### src/rtl/seq_alu.sv
// Handshaked ALU: single-cycle ADD/SUB/logic/shift ops and a WIDTH-cycle shift-add MUL.
// The result is registered and held until the consumer takes it.
module seq_alu #(
    parameter int WIDTH = 8
) (
    input  logic               clk,
    input  logic               rst,
    input  logic               in_valid,
    output logic               in_ready,
    input  logic [2:0]         opcode,
    input  logic [WIDTH-1:0]   operand1,
    input  logic [WIDTH-1:0]   operand2,
    output logic               out_valid,
    input  logic               out_ready,
    output logic [2*WIDTH-1:0] result,
    output logic               cflag,
    output logic               zflag
);

    localparam int RW = 2 * WIDTH;
    localparam int CW = $clog2(WIDTH);

    localparam logic [2:0] OP_ADD = 3'b000;
    localparam logic [2:0] OP_SUB = 3'b001;
    localparam logic [2:0] OP_MUL = 3'b010;
    localparam logic [2:0] OP_OR  = 3'b011;
    localparam logic [2:0] OP_AND = 3'b100;
    localparam logic [2:0] OP_XOR = 3'b101;
    localparam logic [2:0] OP_SHL = 3'b110;
    localparam logic [2:0] OP_SHR = 3'b111;

    localparam logic [RW-1:0] SHIFT_LIMIT = RW'(RW);
    localparam logic [CW-1:0] CNT_LAST    = CW'(WIDTH - 1);

    typedef enum logic [1:0] {IDLE, BUSY, DONE} state_t;

    state_t            state_q, state_d;
    logic [RW-1:0]     acc_q, acc_d;
    logic [RW-1:0]     mcand_q, mcand_d;
    logic [WIDTH-1:0]  mplier_q, mplier_d;
    logic [CW-1:0]     cnt_q, cnt_d;
    logic [RW-1:0]     result_q, result_d;
    logic              cflag_q, cflag_d;
    logic              zflag_q, zflag_d;

    logic [RW-1:0]     a_ext, b_ext, alu_res, acc_step;
    logic [WIDTH-1:0]  diff;
    logic              alu_c, accept, mul_last;

    always_ff @(posedge clk) begin
        if (rst) state_q <= IDLE;
        else     state_q <= state_d;
    end

    always_comb begin
        state_d = state_q;
        case (state_q)
            IDLE:    if (in_valid) state_d = (opcode == OP_MUL) ? BUSY : DONE;
            BUSY:    if (mul_last) state_d = DONE;
            DONE:    if (out_ready) state_d = IDLE;
            default: state_d = IDLE;
        endcase
    end

    always_comb begin
        in_ready  = (state_q == IDLE);
        out_valid = (state_q == DONE);
    end

    assign accept   = in_valid && in_ready;
    assign mul_last = (state_q == BUSY) && (cnt_q == CNT_LAST);

    always_comb begin
        a_ext   = {{WIDTH{1'b0}}, operand1};
        b_ext   = {{WIDTH{1'b0}}, operand2};
        diff    = operand1 - operand2;
        alu_res = '0;
        case (opcode)
            OP_ADD:  alu_res = a_ext + b_ext;
            OP_SUB:  alu_res = {{WIDTH{1'b0}}, diff};
            OP_OR:   alu_res = a_ext | b_ext;
            OP_AND:  alu_res = a_ext & b_ext;
            OP_XOR:  alu_res = a_ext ^ b_ext;
            OP_SHL:  alu_res = (b_ext >= SHIFT_LIMIT) ? '0 : (a_ext << operand2);
            OP_SHR:  alu_res = (b_ext >= SHIFT_LIMIT) ? '0 : (a_ext >> operand2);
            default: alu_res = '0;
        endcase
        // SUB reports borrow; every other op reports anything that spilled into the upper half
        alu_c = (opcode == OP_SUB) ? (operand1 < operand2) : |alu_res[RW-1:WIDTH];
    end

    assign acc_step = acc_q + (mplier_q[0] ? mcand_q : '0);

    always_comb begin
        acc_d    = acc_q;
        mcand_d  = mcand_q;
        mplier_d = mplier_q;
        cnt_d    = cnt_q;
        result_d = result_q;
        cflag_d  = cflag_q;
        zflag_d  = zflag_q;
        if (accept) begin
            if (opcode == OP_MUL) begin
                acc_d    = '0;
                mcand_d  = a_ext;
                mplier_d = operand2;
                cnt_d    = '0;
            end else begin
                result_d = alu_res;
                cflag_d  = alu_c;
                zflag_d  = (alu_res == '0);
            end
        end else if (state_q == BUSY) begin
            acc_d    = acc_step;
            mcand_d  = mcand_q << 1;
            mplier_d = mplier_q >> 1;
            cnt_d    = cnt_q + 1'b1;
            if (mul_last) begin
                result_d = acc_step;
                cflag_d  = |acc_step[RW-1:WIDTH];
                zflag_d  = (acc_step == '0);
            end
        end
    end

    always_ff @(posedge clk) begin
        if (rst) begin
            acc_q    <= '0;
            mcand_q  <= '0;
            mplier_q <= '0;
            cnt_q    <= '0;
            result_q <= '0;
            cflag_q  <= 1'b0;
            zflag_q  <= 1'b0;
        end else begin
            acc_q    <= acc_d;
            mcand_q  <= mcand_d;
            mplier_q <= mplier_d;
            cnt_q    <= cnt_d;
            result_q <= result_d;
            cflag_q  <= cflag_d;
            zflag_q  <= zflag_d;
        end
    end

    assign result = result_q;
    assign cflag  = cflag_q;
    assign zflag  = zflag_q;

endmodule
### config.mk
export PLATFORM = sky130hd
export DESIGN_NAME = seq_alu
export DESIGN_NICKNAME = d
export VERILOG_FILES = /design/src/rtl/seq_alu.sv
export SDC_FILE = /design/constraint.sdc
export NUM_CORES = 1
export LEC_CHECK = 0
export CAP_MARGIN = 30
export CORE_AREA = 4 4 141 143
export CTS_CLUSTER_DIAMETER = 30
export DETAILED_ROUTE_END_ITERATION = 10
export DIE_AREA = 0 0 145 147
export GPL_TIMING_DRIVEN = 0
export PLACE_DENSITY = 0.47
export SLEW_MARGIN = 20
export SYNTH_ARGS = -nofsm -noshare
export SYNTH_HDL_FRONTEND = slang
export SYNTH_SLANG_ARGS = --single-unit
### constraint.sdc
create_clock -name clk -period 4.3 [get_ports clk]
set_input_delay 0.86 -clock clk [delete_from_list [all_inputs] [get_ports clk]]
set_output_delay 0.86 -clock clk [all_outputs]
set_load 0.005 [all_outputs]
==> results.py, run 1 <==
metrics = {
    "clock_tree": {
        "clk_path_buf_depth": 2,
        "post_cts_buffers": 0,
        "cts.sinks": 63,
        "cts.clk_slew.worst_paths_ns": 0.06,
        "tritoncts": "done",
        "cts_hold_buffers": 0,
        "clkLatencyLatePin_ns": 0.35,
        "cts_buffers": 9,
        "cts-resized-gates": 0,
        "h-tree-depth": 3,
        "clockRootBuffer": "clkbuf_16",
    },
    "worst_setup_path": {
        "cp-end-kind": "register",
        "critPathMaxStageDelay_ns": 0.63,
        "cp.required_ns": 4.58,
        "worst_ep_arrival_time_ns": 4.37,
        "cp_max_fo": 9,
        "reg2regPathDepth": 11,
        "crit_path_start_kind": "input pin",
        "cp.depth": 13,
        "crit_family": "simple AND/OR/NAND/NOR gates",
        "cp_slowest_cell": "or4b_1",
        "crit_buf_inv": 4,
        "critical_path_class": "input pin to register",
        "worstPathCellList": "clkdlybuf4s50_1 -> clkbuf_1 -> inv_2 -> ha_1 -> clkbuf_1 -> nor3b_1 -> nor4_1 -> xnor2_1 -> nor3b_1 -> or4b_1 -> nor4_2 -> a41oi_1 -> o21ai_1",
    },
    "die": {
        "core_um2": 18600,
        "die_w_um": 145,
        "dieArea_um2": 21300,
        "io_pins": 43,
        "row_count": 50,
        "start_util_pct": 29.8,
        "die_h_um": 147,
    },
    "timing": {
        "hold_violations": 0,
        "relSlewSlack_pct": 50.0,
        "drv_slew": 0,
        "worst_pin_slew_ns": 0.745,
        "setup_viol": 0,
        "hold_slack_ns": 0.455,
        "timing.final.crit_share_pct": 95.0,
        "clock_skew_ns": 0.00909,
        "grt_setup_unrepaired": "no",
        "fmax_mhz": 245,
        "fin_crit_ns": 4.09,
    },
    "final_layout": {
        "final_core_util_pct": 35.5,
        "layout-drive-gt1-share_pct": 6.67,
        "syn_to_final_growth_pct": 19.2,
        "finalNetCount": 857,
        "fin_cells": 1029,
        "antenna_cells": 0,
    },
    "routing": {
        "drtIter0Drc": 458,
        "routed_via_density": 5.65,
        "vias": 5814,
        "firstDrtPassIters": 5,
        "wl_um": 20700,
        "ant_nets": 0,
        "wl_per_cell_um": 20.1,
        "drc": 0,
    },
    "synth": {
        "syn_inst": 737,
        "synthTopCellsByCount": "nand2_1 (89), nor2_1 (84), dfxtp_1 (63)",
        "yosysUniqueCellTypes": 82,
        "synth_async_sr_flop_share_pct": 0,
        "synth_most_common_cell": "nand2_1",
        "synth_area_leader_cell": "dfxtp_1",
        "yosys.area_share.simple_pct": 27.8,
        "ys.flop_type": "dfxtp_1",
        "yosys.area_share.adder_pct": 10.3,
        "synth_compound_area_share_pct": 24.8,
        "synthesis.area_um2": 5540,
        "ys_seq_area_share_pct": 22.8,
        "synth_top_family_by_area": "simple AND/OR/NAND/NOR gates",
        "synth_fp_nets": 804,
        "synthMuxAreaShare_pct": 6.30,
        "synth-edff-count": 0,
        "syn_avg_cell_area_um2": 7.52,
        "synth_top_area_share_pct": 22.8,
        "synth_xor_area_share_pct": 2.53,
        "synth_area_leaders": "dfxtp_1 (23%), ha_1 (9.3%), nand2_1 (6.0%), nor2_1 (5.7%), a21oi_1 (5.4%)",
        "synth_seq_cells": 63,
        "yosysWarnings": 0,
    },
    "pwr": {
        "powerDensity_nw_per_um2": 291,
        "ir_drop_mv": 0.130,
        "p_leak_nw": 2.48,
        "power_mw": 1.92,
    },
    "grt": {
        "grtUsageTotal_pct": 19.0,
        "antenna_found_initial": 0,
        "grt_overflow": 0,
        "grt_pass1_vias": 5548,
        "grt_max_degree": 14,
        "grt_first_pass_wirelength_um": 32100,
    },
    "hold_path": {
        "hold_path.class": "register to register",
        "hold_depth": 2,
    },
    "placed_design": {
        "dp_hpwl_um": 16100,
        "place_congestion": 0.907,
        "portBuffers": 42,
        "placed_cells": 1013,
    },
    "run": {
        "maxCapViolCount": 0,
    },
    "outcome": {
        "outcome": "finished, final reports clean",
    },
}
[area by class of cell]
class | instances | area [µm²]
fill | 1982 | 12000
multi-input combinational | 597 | 3980
sequential | 63 | 1260
timing repair buffer | 42 | 420
tap | 234 | 293
clock buffer | 9 | 225
buffer | 51 | 209
clock inverter | 7 | 120
inverter | 26 | 97.6
[worst paths after layout]
kind | startpoint | endpoint | slack [ns]
max | operand2[2] | zflag$_SDFFE_PP0P_ | 0.21
min | result[8]$_SDFFE_PP0P_ | result[8]$_SDFFE_PP0P_ | 0.46
max reg2reg | mplier_q[0]$_SDFFE_PP0P_ | cflag$_SDFFE_PP0P_ | 0.67
min reg2reg | result[8]$_SDFFE_PP0P_ | result[8]$_SDFFE_PP0P_ | 0.46
[metal layers]
metal / up-vias / wire, µm / track usage, %
met1: 2790 / 10100 / 27.3
met5: - / 0 / 0
li1: 2801 / - / -
met3: 28 / 1170 / 3.33
met2: 195 / 9000 / 29.1
met4: 0 / 433 / 5.89
[cell usage in the layout (no fill, tap or decap), drive strengths merged, types with 12 or more instances in the layout]
master,netlist,final
a211oi,15,15
and2,18,18
dfxtp,63,63
clkdlybuf4s50,0,42
a21oi,61,61
nor3,20,20
mux2i,12,12
nand2,89,89
nand3,28,28
a311oi,18,18
inv,26,27
nor2,84,84
o21ai,28,28
ha,41,41
clkbuf,43,52
[worst reg2reg max path, stage by stage, from the launching register on]
cell and delay (ns):
dfxtp_1 0.46, clkbuf_1 0.33, and2_1 0.23, ha_1 0.32, and3_4 0.20, and3_4 0.18
a211oi_4 0.31, a2111o_1 0.20, o211ai_2 0.13, or4_4 0.54, nor4_1 0.45, a211oi_1 0.14
[sequential cells by signal (all words and copies together), names as in the netlist]
| signal | flops |
|---|---|
| state_q | 2 |
| acc_q | 16 |
| zflag | 1 |
| cnt_q | 3 |
| mplier_q | 8 |
| mcand_q | 16 |
| result | 16 |
| cflag | 1 |
[cells by family after synthesis]
logic type      after synthesis
mux                          26
simple gates                313
flops                        63
buf+inv                      77
fa+ha+maj                    44
compound gates              198
xor+xnor                     16
[report_power, final]
part,switching (mW),internal [mW]
logic,0.271,0.166
clock network,0.295,0.568
registers,0.0160,0.606
[per-stage QoR]
step                      setup TNS, ns  instance area (µm²)  setup slack (ns)
after floorplan                       0                 5540             0.995
after global placement           -0.354                 6250            -0.144
final                                 0                 6600             0.213
after CTS                             0                 6600             0.236
after global routing                  0                 6600           0.00319
after detailed placement         -0.291                 6250            -0.114
No activity file was read; power rests on OpenSTA's default activity.
==> inputs of run 2 (changes only) <==
ABC_CLOCK_PERIOD_IN_PS = 4300   (was not set)
==> results of run 2 <==
Same layout as run 1: the final DEF is identical, and so are final timing and power.
